`src/rtl/orb_desc_pkg.sv`:
```
// ============================================================================
// Module : orb_desc_pkg
// Brief  : Shared types for the ORB descriptor dispatch pool (engine state, order token).
// Rev    : 1.0
// ============================================================================
`default_nettype none

package orb_desc_pkg;

    localparam int MAX_ENG = 16;
    localparam int IDX_W   = 4;

    typedef enum logic [1:0] {
        ENG_IDLE = 2'd0,
        ENG_RUN  = 2'd1,
        ENG_HOLD = 2'd2
    } eng_state_t;

    // Index is sized for the largest pool; smaller pools leave upper bits zero.
    typedef struct packed {
        logic             drop;
        logic [IDX_W-1:0] idx;
    } token_t;

endpackage

`default_nettype wire

```
`src/rtl/desc_order_fifo.sv`:
```
// ============================================================================
// Module : desc_order_fifo
// Brief  : DEPTH-entry synchronous token FIFO; a pop frees its slot for a same-cycle push.
// Rev    : 1.0
// ============================================================================
`default_nettype none

module desc_order_fifo
    import orb_desc_pkg::*;
#(
    parameter int DEPTH = 8
) (
    input  logic                     clk,
    input  logic                     rst,
    input  logic                     push,
    input  token_t                   din,
    input  logic                     pop,
    output token_t                   dout,
    output logic                     full,
    output logic                     empty,
    output logic [$clog2(DEPTH):0]   count
);

    localparam int PW = $clog2(DEPTH);
    localparam logic [PW:0] C_DEPTH = (PW+1)'(DEPTH);

    token_t          r_mem [DEPTH];
    logic [PW-1:0]   r_wp;
    logic [PW-1:0]   r_rp;
    logic [PW:0]     r_cnt;
    logic            w_push;
    logic            w_pop;

    assign full   = (r_cnt == C_DEPTH);
    assign empty  = (r_cnt == '0);
    assign count  = r_cnt;
    assign dout   = r_mem[r_rp];
    assign w_pop  = pop & ~empty;
    assign w_push = push & (~full | w_pop);

    always_ff @(posedge clk) begin
        if (rst) begin
            r_wp  <= '0;
            r_rp  <= '0;
            r_cnt <= '0;
        end else begin
            if (w_push) r_wp <= r_wp + 1'b1;
            if (w_pop)  r_rp <= r_rp + 1'b1;
            case ({w_push, w_pop})
                2'b10:   r_cnt <= r_cnt + 1'b1;
                2'b01:   r_cnt <= r_cnt - 1'b1;
                default: r_cnt <= r_cnt;
            endcase
        end
    end

    always_ff @(posedge clk) begin
        if (w_push) r_mem[r_wp] <= din;
    end

endmodule

`default_nettype wire

```
`src/rtl/descriptor_dispatch_pool.sv`:
```
// ============================================================================
// Module : descriptor_dispatch_pool
// Brief  : Round-robin dispatcher / in-order retirer for N_ENG descriptor engines.
//          Optional drop_cnt output enabled by macro DESC_DROP_CNT_EN.
// Rev    : 1.0
// ============================================================================
`default_nettype none

module descriptor_dispatch_pool
    import orb_desc_pkg::*;
#(
    parameter int N_ENG  = 4,
    parameter int DESC_W = 256,
    parameter int QDEPTH = 8
) (
    input  logic                      clk,
    input  logic                      rst,
    input  logic                      ena,
    input  logic                      corner_valid,
    output logic [N_ENG-1:0]          eng_start,
    input  logic [N_ENG-1:0]          eng_done,
    input  logic [N_ENG*DESC_W-1:0]   eng_desc,
    output logic [DESC_W-1:0]         out_desc,
    output logic                      out_dropped,
    output logic                      out_valid,
    input  logic                      out_ready,
    output logic                      is_full,
`ifdef DESC_DROP_CNT_EN
    output logic [15:0]               drop_cnt,
`endif
    output logic                      overflow
);

    localparam int CW = $clog2(QDEPTH) + 1;
    localparam logic [CW-1:0] C_QDEPTH = CW'(QDEPTH);

    logic [IDX_W-1:0]          r_rr;
    logic                      r_overflow;
    logic [N_ENG-1:0]          w_idle;
    logic [N_ENG-1:0]          w_is_hold;
    logic [N_ENG*DESC_W-1:0]   w_hold_bus;
    logic                      w_found;
    logic [IDX_W-1:0]          w_sel;
    int                        w_best;
    int                        w_dist;
    token_t                    w_head;
    token_t                    w_tok;
    logic                      w_full;
    logic                      w_empty;
    logic [CW-1:0]             w_count;
    logic                      w_head_hold;
    logic [DESC_W-1:0]         w_head_desc;
    logic                      w_req;
    logic                      w_pop;
    logic                      w_push;
    logic                      w_lost;
    logic                      w_dispatch;

    // Nearest IDLE engine at or after rr_ptr, measured as circular distance.
    always_comb begin
        w_found = 1'b0;
        w_sel   = '0;
        w_best  = N_ENG;
        w_dist  = 0;
        for (int i = 0; i < N_ENG; i++) begin
            w_dist = (i >= int'(r_rr)) ? i - int'(r_rr) : i + N_ENG - int'(r_rr);
            if (w_idle[i] && (w_dist < w_best)) begin
                w_best  = w_dist;
                w_sel   = IDX_W'(i);
                w_found = 1'b1;
            end
        end
    end

    always_comb begin
        w_head_hold = 1'b0;
        w_head_desc = '0;
        for (int i = 0; i < N_ENG; i++) begin
            if (int'(w_head.idx) == i) begin
                w_head_hold = w_is_hold[i];
                w_head_desc = w_hold_bus[i*DESC_W +: DESC_W];
            end
        end
    end

    assign out_valid   = ~w_empty & (w_head.drop | w_head_hold);
    assign out_dropped = ~w_empty & w_head.drop;
    assign out_desc    = (~w_empty & ~w_head.drop & w_head_hold) ? w_head_desc : '0;
    assign is_full     = ~(|w_idle) | (w_count == C_QDEPTH);
    assign overflow    = r_overflow;

    assign w_req      = ena & corner_valid;
    assign w_pop      = out_valid & out_ready;
    assign w_push     = w_req & (~w_full | w_pop);
    assign w_lost     = w_req & w_full & ~w_pop;
    assign w_dispatch = w_push & w_found;
    assign w_tok.drop = ~w_found;
    assign w_tok.idx  = w_found ? w_sel : '0;

    desc_order_fifo #(
        .DEPTH (QDEPTH)
    ) u_order_fifo (
        .clk   (clk),
        .rst   (rst),
        .push  (w_push),
        .din   (w_tok),
        .pop   (w_pop),
        .dout  (w_head),
        .full  (w_full),
        .empty (w_empty),
        .count (w_count)
    );

    for (genvar gi = 0; gi < N_ENG; gi++) begin : g_eng
        localparam logic [IDX_W-1:0] C_IDX = IDX_W'(gi);

        eng_state_t          r_state;
        logic [DESC_W-1:0]   r_hold;
        logic                r_start;
        logic                w_sel_me;
        logic                w_ret_me;

        assign w_sel_me = w_dispatch & (w_sel == C_IDX);
        assign w_ret_me = w_pop & ~w_head.drop & (w_head.idx == C_IDX);

        always_ff @(posedge clk) begin
            if (rst) begin
                r_state <= ENG_IDLE;
                r_start <= 1'b0;
            end else begin
                r_start <= w_sel_me;
                case (r_state)
                    ENG_IDLE: if (w_sel_me)     r_state <= ENG_RUN;
                    ENG_RUN:  if (eng_done[gi]) r_state <= ENG_HOLD;
                    ENG_HOLD: if (w_ret_me)     r_state <= ENG_IDLE;
                    default:                    r_state <= ENG_IDLE;
                endcase
            end
        end

        // Held data is only visible in HOLD, so it needs no reset.
        always_ff @(posedge clk) begin
            if ((r_state == ENG_RUN) && eng_done[gi])
                r_hold <= eng_desc[gi*DESC_W +: DESC_W];
        end

        assign eng_start[gi]                     = r_start;
        assign w_idle[gi]                        = (r_state == ENG_IDLE);
        assign w_is_hold[gi]                     = (r_state == ENG_HOLD);
        assign w_hold_bus[gi*DESC_W +: DESC_W]   = r_hold;
    end

    always_ff @(posedge clk) begin
        if (rst) begin
            r_rr       <= '0;
            r_overflow <= 1'b0;
        end else begin
            if (w_dispatch)
                r_rr <= (int'(w_sel) == N_ENG - 1) ? '0 : w_sel + 1'b1;
            if (w_lost)
                r_overflow <= 1'b1;
        end
    end

`ifdef DESC_DROP_CNT_EN
    logic [15:0] r_drop_cnt;

    always_ff @(posedge clk) begin
        if (rst)
            r_drop_cnt <= '0;
        else if (((w_push & ~w_found) | w_lost) && (r_drop_cnt != 16'hFFFF))
            r_drop_cnt <= r_drop_cnt + 16'd1;
    end

    assign drop_cnt = r_drop_cnt;
`endif

endmodule

`default_nettype wire
```
`config.mk`:
```
export PLATFORM = sky130hd
export DESIGN_NAME = descriptor_dispatch_pool
export DESIGN_NICKNAME = d
export VERILOG_FILES = /design/src/rtl/orb_desc_pkg.sv /design/src/rtl/desc_order_fifo.sv /design/src/rtl/descriptor_dispatch_pool.sv
export SDC_FILE = /design/constraint.sdc
export NUM_CORES = 1
export LEC_CHECK = 0
export ABC_AREA = 1
export ABC_CLOCK_PERIOD_IN_PS = 24400
export CORE_AREA = 2 2 500 502
export CTS_CLUSTER_DIAMETER = 100
export DETAILED_ROUTE_END_ITERATION = 8
export DIE_AREA = 0 0 502 504
export PLACE_DENSITY = 0.42
export SYNTH_ARGS = -nofsm -noshare
export SYNTH_HDL_FRONTEND = slang
export SYNTH_SLANG_ARGS = --single-unit
```
`constraint.sdc`:
```
create_clock -name clk -period 24.4 [get_ports clk]
set_input_delay 2.44 -clock clk [delete_from_list [all_inputs] [get_ports clk]]
set_output_delay 2.44 -clock clk [all_outputs]
set_load 0.03 [all_outputs]
```
== Word level (Yosys, flattened, before mapping) ==
Memories as Yosys holds them, arrays and structs flattened. A register that Yosys moved wholly into a read port is not among the register bits.
Index checks and enable logic that the tools add are counted.
Word-level totals
  output and inout port bits: 264
  logic and storage cells: 171
  bits of input ports: 1033
  RAM bits: 40
  register bits: 1051
  memories: 1
Memories
  u_order_fifo.r_mem: words 8, bits a word 5, rd ports 1, clocked after Yosys merged registers in 1, wr ports 1, RTL line desc_order_fifo.sv:27  | token_t r_mem [DEPTH];
Operators by class
  equal/unequal tests: 33
  reduce and logical (&&, ||, !) cells: 22
  bitwise gates (word level): 31
  magnitude comparators: 8
  mux-type cells: 46
  $add $sub $neg: 13
Operator list (count)
  $mux 256: 5
  $mux 32: 7
  $lt 32x32->1: 3
  $lt 32x4->1 const B: 1
  $mux 2: 12
  $pmux 2 s3: 4
  $and 1x1->1: 21
  $eq 4x2->1 const B: 5
  $sub 3x4->5 const A: 4
  $logic_not 4->1: 4
  $mux 4: 4
  $ne 2x1->1 const B: 8
  $eq 4x3->1 const B: 3
  $reduce_and 3->1: 4
  $mux 1: 11
  $eq 2x1->1 const B: 5
  $eq 2x2->1 const B: 5
  $sub 1x4->5 const A: 2
  $sub 2x4->5 const A: 2
  $add 4x1->4 const B: 2
  $eq 4x1->1 const B: 2
  $ge 1x4->1 const A: 2
  $ge 2x4->1 const A: 2
  $logic_and 1x1->1: 8
  11 further kinds: 27

== Longest topological paths before layout ==
  depth after elaboration: 18
  depth in mapped cells: 40
  depth with buffers taken out: 40

== By module ==
From an unflattened synthesis, not the netlist that was laid out.
Second synthesis, totals
  cell total of the unflattened synthesis: 2875
  area, all modules: 41753.8 µm²
Modules (own cells, without submodules)
  descriptor_dispatch_pool: area an instance 39502.9 µm², seq. area each 31049.8 µm², cells an instance 2678, instances 1
  desc_order_fifo: area an instance 2250.9 µm², seq. area each 1461.4 µm², cells an instance 197, instances 1

== Worst setup path before layout ==
OpenSTA, ideal clock, no wires.
  path kind: input to register
  start point: in eng_done[1]
  end point: reg g_eng[1].r_hold[0] (enable)
  required time: 23.516 ns
  arrival time: 13.037 ns
  path buffers: 0
  cell stages on the path: 2
  library setup time: 0.884 ns
  setup slack: 10.479 ns
  path through: inv_1 -> nor2_1
On the way
  cells in the longest elaborated chain, start to end: 1
Ends and longest elaborated chain
  start, declared: RTL line descriptor_dispatch_pool.sv:21  | input logic [N_ENG-1:0] eng_done,
  $logic_and 1x1->1: RTL line descriptor_dispatch_pool.sv:143  | if ((r_state == ENG_RUN) && eng_done[gi])
  end signal, assigned: RTL line descriptor_dispatch_pool.sv:144  | r_hold <= eng_desc[gi*DESC_W +: DESC_W];
  end, declared: RTL line descriptor_dispatch_pool.sv:118  | logic [DESC_W-1:0] r_hold;
Every way passes these cells.
A chain may end at the register's enable or synchronous reset.

==> metrics.txt <==
share of cells above drive strength 1 7.07%; vias post-DR 29,600; Critical R2R Capture u_order_fifo.count[3]; largest family of logic cells by synthesized area compound AO/OA/AOI/OAI gates; Hold Crit Class reg -> reg; RSZ-0062 raised after global routing false; # port buffers 1,296; GRT Overall Usage 17.7%; most frequent cells in the layout 1,296 x clkdlybuf4s50_1, 1,048 x edfxtp_1, 455 x nand2_1; compound-cell area share of the yosys netlist 10.3%; Cell Area, Synth 40,100 um2; Crit Path Max Fanout 61; IR drop worst, VDD 180 uV; Resized cells post-CTS 0; placed cell count 7,162; Fin Setup TNS 0 ns; Crit Path Class reg -> out; Layout Skew 0.0425 ns; FF-to-FF setup slack 18.66 ns; cell taking the most area after synthesis edfxtp_1; Post-CTS Hold Buffers 0; fin crit period 9.98 ns; fin crit share 40.9%; initial drt markers 2,701; NetSw 3.99 mW; remaining antenna violation count after routing 0; Lkg Pwr 19.7 nW; synthesized area per cell 15.2 um2; Hold Violations, Final 0; Final Power 8.57 mW; Detailed Routing Iterations Pass 1 5; CTS sink count 1,076; dominant cells by area after synthesis edfxtp_1 78%, nand2_1 4.3%, o22ai_1 2.2%; Cell Pwr Density 139 nW/um2; min-delay src u_order_fifo.r_rp[0]; Worst setup EP type output port; fin nets 5,032; setup repair bufs after CTS 0; crit start category register; Adder-Cell Fraction of Synth Area 0.860%; xor/xnor share of the synthesized area 0.0218%; sequential fraction of the synthesis area 79.8%; Residual DRC 0; worst r2r path cells 24; Worst slew margin 7.96%; Tightest Pin Transition 1.38 ns; max cap viols 0; vias in the first global route 30,500; P_int 4.58 mW; H-tree levels 4; area grow syn2layout 53.6%; Util after Layout 24.9%; clk slew on worst S/H paths 0.06 ns; Clock Tree Root clkbuf_16; Die Wd 502 um; Layout fillers 25,900; Worst EP arrival 7.54 ns; Mapped Cells 2,640; FMAX 100 MHz; final max-slew violation count 0; largest net degree at the start of global routing 106; core area 248,000 um2; Clk pwr share 23.9%; clk_lat worst skew 0.78 ns; row cnt 183; Top FF cell, synth edfxtp_1; vias per cell 3.98; FFs w/ async S/R, synth 0%; drt total wl 232,000 um; Die H 504 um; wire per inst 31.2 um; mux cell area share after synthesis 0%; Num CTS Buffers 138; first-pass GRT wire length 298,000 um; status complete, no violations; DP HPWL 179,000 um; Critical Path RT 21.96 ns; register area 32,000 um2; WHS 0.485 ns; Post-synth EDFFs 1,048; global route overflow 0; Sw Share 46.5%; final setup violation count 0; CTS tree yes; Clock Path Buffers 3; Yosys top cell area share 78.4%; FF+latch count, synth 1,076; IO Pins 1,297; commonest non-fill, non-tap cell in the layout clkdlybuf4s50_1; Flop pwr share 27.6%; Initial Utilization 16.2%; simple-gate share of the synthesized area 6.65%; combinational share of power 48.4%; Post-Layout Cell Count 7,440; initial antenna violation count 103; area of the multi-input gates 7250 um2; worst hold stages 1; Yosys cell types 45; hold endpoint u_order_fifo.r_rp[0]; Ys Warns 0; global placement routability congestion 0.866; die area 253,000 um2
-- flip-flops by register name (all words and copies together), names as in the netlist, named ones only --
register	count
overflow	1
g_eng.r_state	8
u_order_fifo.count	4
g_eng.r_hold	1024
u_order_fifo.r_mem	24
u_order_fifo.r_rp	3
g_eng.r_start	4
r_rr	2
u_order_fifo.r_wp	3
-- per-layer routing --
layer	track usage, %	up-vias	share of wire (%)
met5	0	-	0.18
met4	5.00	66	2.8
met3	5.89	317	8.8
met2	29.5	1510	48
met1	21.6	14900	41
li1	-	12800	-
-- worst max-delay path, stage by stage (launching register included) --
cell and delay, ns:
dfxtp_1 0.57, inv_2 0.18, o21ai_0 0.20, o211ai_1 0.22, nand2_8 0.44, inv_2 0.50
nand2_4 0.52, buf_4 0.47, nor2_1 0.12, nor2_2 0.15, o21ai_2 0.08, or2_1 0.25
nor2_2 0.22, inv_8 0.20, buf_4 0.47, a31oi_1 1.02, clkdlybuf4s50_1 0.86
-- power by group through the flow --
stage / sequential (mW) / combinational (mW) / clock (mW)
3_3_place_gp: 2.41 / 4.34 / 0
3_5_place_dp: 2.41 / 4.32 / 0
2_1_floorplan: 2.37 / 1.99 / 0
5_1_grt: 2.39 / 4.46 / 2.18
4_1_cts: 2.37 / 4.33 / 2.12
6_report: 2.37 / 4.15 / 2.05
-- synth_stat cells, types with 2 or more instances --
library cell and number:
o21ai_1 5, o32ai_1 2, nor4_1 2, a211oi_2 15, nand2_1 456, dfxtp_1 28
a22oi_1 99, nand4_1 3, edfxtp_1 1048, dlygate4sd1_1 4, nand2_2 4, nand3_1 15
o211ai_1 4, nor2_1 132, a31oi_1 113, a221oi_1 8, nor2_2 3, buf_4 12
inv_2 9, inv_1 59, o22ai_1 141, a21oi_1 92, buf_2 26, o221ai_1 23
buf_6 2, nor3_1 57, o21bai_1 23, a211oi_1 17, ha_1 26, clkbuf_1 115
o21ai_0 83
-- worst max-delay path by stage --
stage / from / endpoint / slack, ns / depth (start not counted)
floorplan: eng_done[1] / g_eng[1].r_hold[0] / 10.48 / 2
global placement: register / out_desc[153] / 14.77 / 16
detailed placement: register / out_desc[153] / 14.97 / 16
CTS: register / out_desc[153] / 14.02 / 16
global route: register / out_desc[160] / 13.88 / 16
finish: register / out_desc[169] / 14.42 / 16
-- stage by stage --
| stage | area [um2] | setup WS (ns) |
|---|---|---|
| floorplan | 40100 | 10.48 |
| global placement | 57100 | 14.77 |
| detailed placement | 57100 | 14.97 |
| CTS | 61600 | 14.02 |
| global route | 61600 | 13.88 |
| finish | 61700 | 14.42 |
-- layout make-up --
type | instances | share of cell area (%)
clock inverter | 84 | 1.43
inverter | 68 | 0.471
clock buffer | 160 | 5.77
antenna | 34 | 0.138
tap | 3330 | 6.76
timing repair buffer | 1348 | 21.7
sequential | 1076 | 51.9
multi-input combinational | 1340 | 11.8
-- kinds of logic (layout without fill, tap and decap cells) --
| family | count (synthesis) | after routing |
|---|---|---|
| and+or+nand+nor | 675 | 675 |
| xor gates and xnor gates | 1 | 1 |
| buffers and inverters | 227 | 1660 |
| DFF | 1076 | 1076 |
| other | 1 | 38 |
| AOI/OAI and AO/OA | 633 | 633 |
| adders and majority gates | 27 | 27 |
No activity file was read; power rests on OpenSTA's default activity.
==> RTL edit 1, RTL diff (same flow settings) <==
The 3 states of `eng_state_t` get a one-hot encoding in 3 bits.
--- a/src/rtl/orb_desc_pkg.sv
+++ b/src/rtl/orb_desc_pkg.sv
@@ -10,10 +10,10 @@
     localparam int MAX_ENG = 16;
     localparam int IDX_W   = 4;
 
-    typedef enum logic [1:0] {
-        ENG_IDLE = 2'd0,
-        ENG_RUN  = 2'd1,
-        ENG_HOLD = 2'd2
+    typedef enum logic [2:0] {
+        ENG_IDLE = 3'b001,
+        ENG_RUN  = 3'b010,
+        ENG_HOLD = 3'b100
     } eng_state_t;
 
     // Index is sized for the largest pool; smaller pools leave upper bits zero.
Formal check against the unedited RTL: same outputs for any inputs over 4 cycles, from zero or initial values and one cycle with rst high; so few cycles prove little.
==> RTL edit 1 against the original RTL <==
- routed wire length grew 4.8%
- non-clock buffer count is 1 higher
- total power shrank 25%
- die area is the same
- combinational power is 44% lower
- worst setup slack improved by 0.12 ns
- sequential cell count is 4 higher
- worst hold slack lost 0.026 ns
- area after synthesis up 1.2%
- cell area rose by 0.60%
- critical endpoint is now out_desc[226]
==> RTL edit 1: results (changes against the original RTL) <==
| Metric | Value |
|---|---|
| Sequential fraction of the synthesis area | `0.791 (-0.00744)` |
| Starting DRT DRC Count | `2891 (+7.0%)` |
| Critical Path Sink | `out_desc[226]` |
| Via count | `30700 (+3.8%)` |
| Sequential power | `2.13 mW (-10%)` |
| Area contributors post-synth | `edfxtp_1 77%, o21ai_0 3.3%, a211oi_1 3.1%, nor2_1 2.5%, a22oi_1 2.1%` |
| Slowest cell delay on critical path | `1.08 ns (+0.06 ns)` |
| Delay-heaviest family, CP | `buffers and inverters` |
| Hold path start | `overflow` |
| Routability cong. | `0.948 (+9.4%)` |
| Root Buffer | `clkbuf_16` |
| CP Max Fanout | `62 (+1.6%)` |
| CP Data Arrival Time | `7.42 ns (-0.12 ns)` |
| Ratio of cells with drive above 1 in the final layout | `0.0705 (-0.000187)` |
| GRT Resource Usage Total | `0.186 (+0.00863)` |
| Nets | `5063 (+0.62%)` |
| Outcome | `completed` |
| Largest net degree at the start of global routing | `132 (+25%)` |
| Worst Hold End | `overflow` |
| Leak pwr | `19.7 nW (+0.23%)` |
| Initial antenna violation count | `91 (-12%)` |
| Flop-to-flop setup slack | `18.70 ns (+0.04 ns)` |
| Worst path slowest cell | `clkdlybuf4s50_1` |
| Clock skew | `0.0402 ns (-0.00232 ns)` |
| Detail Placement HPWL | `185 mm (+3.3%)` |
| Non-filler instance count after layout | `7469 (+0.39%)` |
| Yosys cell types | `44 (-2.2%)` |
| Placed Cells | `7194 (+0.45%)` |
| Syn Inst Count | `2689 (+1.9%)` |
| Most frequent cells after synthesis | `1048 x edfxtp_1, 273 x nor2_1, 270 x o21ai_0` |
| # resized after CTS | `0 (unchanged)` |
| Hold depth | `2 (+1)` |
| 1st-pass router iterations | `7 (+2)` |
| Clock network latency to the later pin of the worst-skew pair | `0.78 ns (about the same)` |
| R2r worst-path depth | `33 (+38%)` |
| Num CTS Buffers | `139 (+0.72%)` |
| Largest regs | `g_eng.r_hold x1024, u_order_fifo.r_mem x24, g_eng.r_state x12` |
| Internal power | `3.78 mW (-17%)` |
| First-pass GRT wire length | `312 mm (+4.6%)` |
| R2r endpoint | `g_eng[2].r_state[0]` |
| Total Wirelength | `243 mm (+4.8%)` |
| Slew @ Worst Pin | `1.39 ns (+0.0116 ns)` |
| IR drop worst, VDD | `0.0931 mV (-48%)` |
| Filler cell count | `26000 (+0.17%)` |
RTL edit 1: cell count changes in the layout (fill, tap and decap cells not counted), sizes merged, moves of 16 or more:
cell    before  now
a211oi      32  168
a22oi       99  115
a21oi       94   22
o22ai      141  124
nor2       135  279
a311oi       1   18
a31oi      113    1
o21bai      23    0
o21ai       89  278
nand2      461  216
RTL edit 1: layout make-up:
type                       count  area [um2]  area share
multi-input combinational   1369        7650       0.123
sequential                  1080       32100       0.518
tap                         3330        4170      0.0672
antenna                       38        95.1     0.00153
timing repair buffer        1349       13400       0.216
inverter                      66         283     0.00456
clock inverter                69         674      0.0109
clock buffer                 168        3630      0.0585
RTL edit 1: stage by stage:
step | hold WS (ns) | area, um2 | total power [mW]
6_report | 0.460 | 62000 | 6.42
4_1_cts | 0.461 | 61900 | 6.54
5_1_grt | 0.509 | 62000 | 6.70
3_5_place_dp | 0.453 | 57600 | 4.52
3_3_place_gp | 0.449 | 57600 | 4.55
2_1_floorplan | 0.433 | 40600 | 3.23
RTL edit 1: metal layers:
| layer | track usage | part of all wire | up-vias |
|---|---|---|---|
| met1 | 0.235 | 0.42 | 15600 |
| li1 | - | - | 13100 |
| met4 | 0.0656 | 0.036 | 54 |
| met3 | 0.0613 | 0.090 | 364 |
| met2 | 0.294 | 0.46 | 1648 |
| met5 | 0 | 0.0014 | - |
RTL edit 1: cell families (layout without fill, tap and decap cells):
| group | count (synthesis) | count (layout) | share of synthesized area |
|---|---|---|---|
| flops | 1080 | 1080 | 0.791 |
| compound gates | 747 | 747 | 0.117 |
| simple gates | 595 | 595 | 0.0607 |
| buf+inv | 240 | 1652 | 0.0231 |
| fa+ha+maj | 25 | 25 | 0.00789 |
| other cells | 1 | 39 | 0.0000923 |
| xor+xnor | 1 | 1 | 0.000216 |
==> RTL edit 2, RTL diff (config.mk and constraints unchanged) <==
Without the edit above. Add a define of `DESC_DROP_CNT_EN`.
--- a/src/rtl/descriptor_dispatch_pool.sv
+++ b/src/rtl/descriptor_dispatch_pool.sv
@@ -5,6 +5,8 @@
 // Rev    : 1.0
 // ============================================================================
 `default_nettype none
+
+`define DESC_DROP_CNT_EN
 
 module descriptor_dispatch_pool
     import orb_desc_pkg::*;
Formal check against the unedited RTL (old outputs only; new: drop_cnt): no difference found for any inputs over 4 cycles, from zero or initial values and one cycle with rst high; that may be too few to reach the edited logic, so the function may still have changed.
==> RTL edit 2 against the original RTL <==
- first-iteration DRC count decreased by 12%
- critical path depth decreased by 1
- combinational power decreased by 12%
- total power decreased by 4.6%
- count of clock-buffer cells in the layout increased by 16
- sequential cell count increased by 16
- non-clock buffer count increased by 13
- worst setup slack got worse by 0.10 ns
- routed wire length increased by 2.5%
- clock skew decreased by 0.012 ns
- cell area increased by 3.3%
- area after synthesis increased by 3.8%
- core utilization increased by 0.82 points
- critical path type unchanged
- critical endpoint is now out_desc[152]
- highest routed layer unchanged
==> RTL edit 2: results (changes against the original RTL) <==
| Metric | Value |
|---|---|
| Ratio of cells with drive above 1 in the final layout | `0.0621 (-0.00857)` |
| Worst path slowest cell | `nor3_1` |
| Vias per Instance | `4.00 (+0.65%)` |
| Slew @ Worst Pin | `1.25 ns (-0.131 ns)` |
| Sequential fraction of the synthesis area | `0.776 (-0.0216)` |
| Synth Area per Inst | `13.5 um2 (-11%)` |
| Hold_ws | `0.453 ns (-0.0322 ns)` |
| Worst Hold End | `overflow` |
| Leak pwr | `20.6 nW (+4.7%)` |
| Outcome | `completed` |
| Num CTS Buffers | `144 (+4.3%)` |
| PortBufs | `1312 (+1.2%)` |
| Grt met1 use | `0.213 (-0.00289)` |
| Routability cong. | `0.914 (+5.5%)` |
| Slowest cell delay on critical path | `1.05 ns (+0.03 ns)` |
| Clock network latency to the later pin of the worst-skew pair | `0.80 ns (+0.02 ns)` |
| Met2 Usage GRT | `0.300 (+0.00508)` |
| Routed length per instance | `30.1 um (-3.7%)` |
| Met3 GRT Util | `0.0698 (+0.0109)` |
| CP Max Fanout | `81 (+33%)` |
| Largest net degree at the start of global routing | `122 (+15%)` |
| Hold path start | `overflow` |
| Placed Cells | `7599 (+6.1%)` |
| Initial antenna violation count | `153 (+49%)` |
| Detail Placement HPWL | `182 mm (+1.5%)` |
| 1st-pass router iterations | `6 (+1)` |
| Clock skew | `0.0307 ns (-0.0118 ns)` |
| IR drop worst, VDD | `0.127 mV (-29%)` |
| FF/Latch Area | `32400 um2 (+1.0%)` |
| Most frequent cells after synthesis | `1048 x edfxtp_1, 501 x nor2_1, 403 x a21oi_1` |
| Nets | `5475 (+8.8%)` |
| Placed instance area | `58800 um2 (+3.0%)` |
| Yosys cell types | `44 (-2.2%)` |
| Filler cell count | `26000 (+0.15%)` |
| Area contributors post-synth | `edfxtp_1 76%, a21oi_1 4.8%, nor2_1 4.5%, nand2_1 3.4%, o21ai_0 2.2%` |
| DP Worst Slack | `15.10 ns (+0.123 ns)` |
| Starting DRT DRC Count | `2385 (-12%)` |
| First-pass GRT wire length | `307 mm (+2.9%)` |
| CP Data Arrival Time | `7.64 ns (+0.10 ns)` |
[RTL edit 2: tightest hold or removal path, delay by kind of cell, from the launching register on]
kind / cells / cell delay, ns
flip-flops: 1 / 0.31
buffers and inverters: 1 / 0.05
AO/OA/AOI/OAI: 1 / 0.05
[RTL edit 2: logic make-up (layout without fill, tap and decap cells)]
family,after synthesis,count (layout),synth area share
compound gates,739,739,0.0993
xor+xnor,15,15,0.00315
fa+ha+maj,27,27,0.00829
buf+inv,252,1694,0.0235
flops,1092,1092,0.776
other cells,1,65,0.0000900
simple gates,953,953,0.0892
[RTL edit 2: area by class of cell]
cell class,instances,share of cell area
clock inverter,81,0.0143
sequential,1092,0.508
clock buffer,176,0.0594
antenna,59,0.00232
multi-input combinational,1740,0.133
inverter,76,0.00507
tap,3330,0.0654
timing repair buffer,1361,0.213
[RTL edit 2: where the power goes]
| part | internal [mW] | switching [mW] |
|---|---|---|
| Combinational | 0.776 | 2.86 |
| Clock | 1.22 | 0.913 |
| Sequential | 2.34 | 0.0718 |
[RTL edit 2: worst max-delay path by stage]
stage | start | endpoint | slack (ns) | depth (start not counted)
after global routing | register | out_desc[224] | 13.84 | 14
after global placement | register | out_desc[224] | 15.10 | 15
after detailed placement | register | out_desc[224] | 15.10 | 15
after floorplan | eng_done[1] | g_eng[1].r_hold[0] | 10.36 | 2
after CTS | register | out_desc[224] | 14.21 | 15
final | register | out_desc[152] | 14.32 | 15
[RTL edit 2: routing by layer]
metal	up-vias	routed length, um	part of all wire
met5	-	854	0.0036
met4	132	7820	0.033
met3	414	21900	0.092
met2	1391	113000	0.48
met1	15700	94300	0.40
li1	14000	-	-
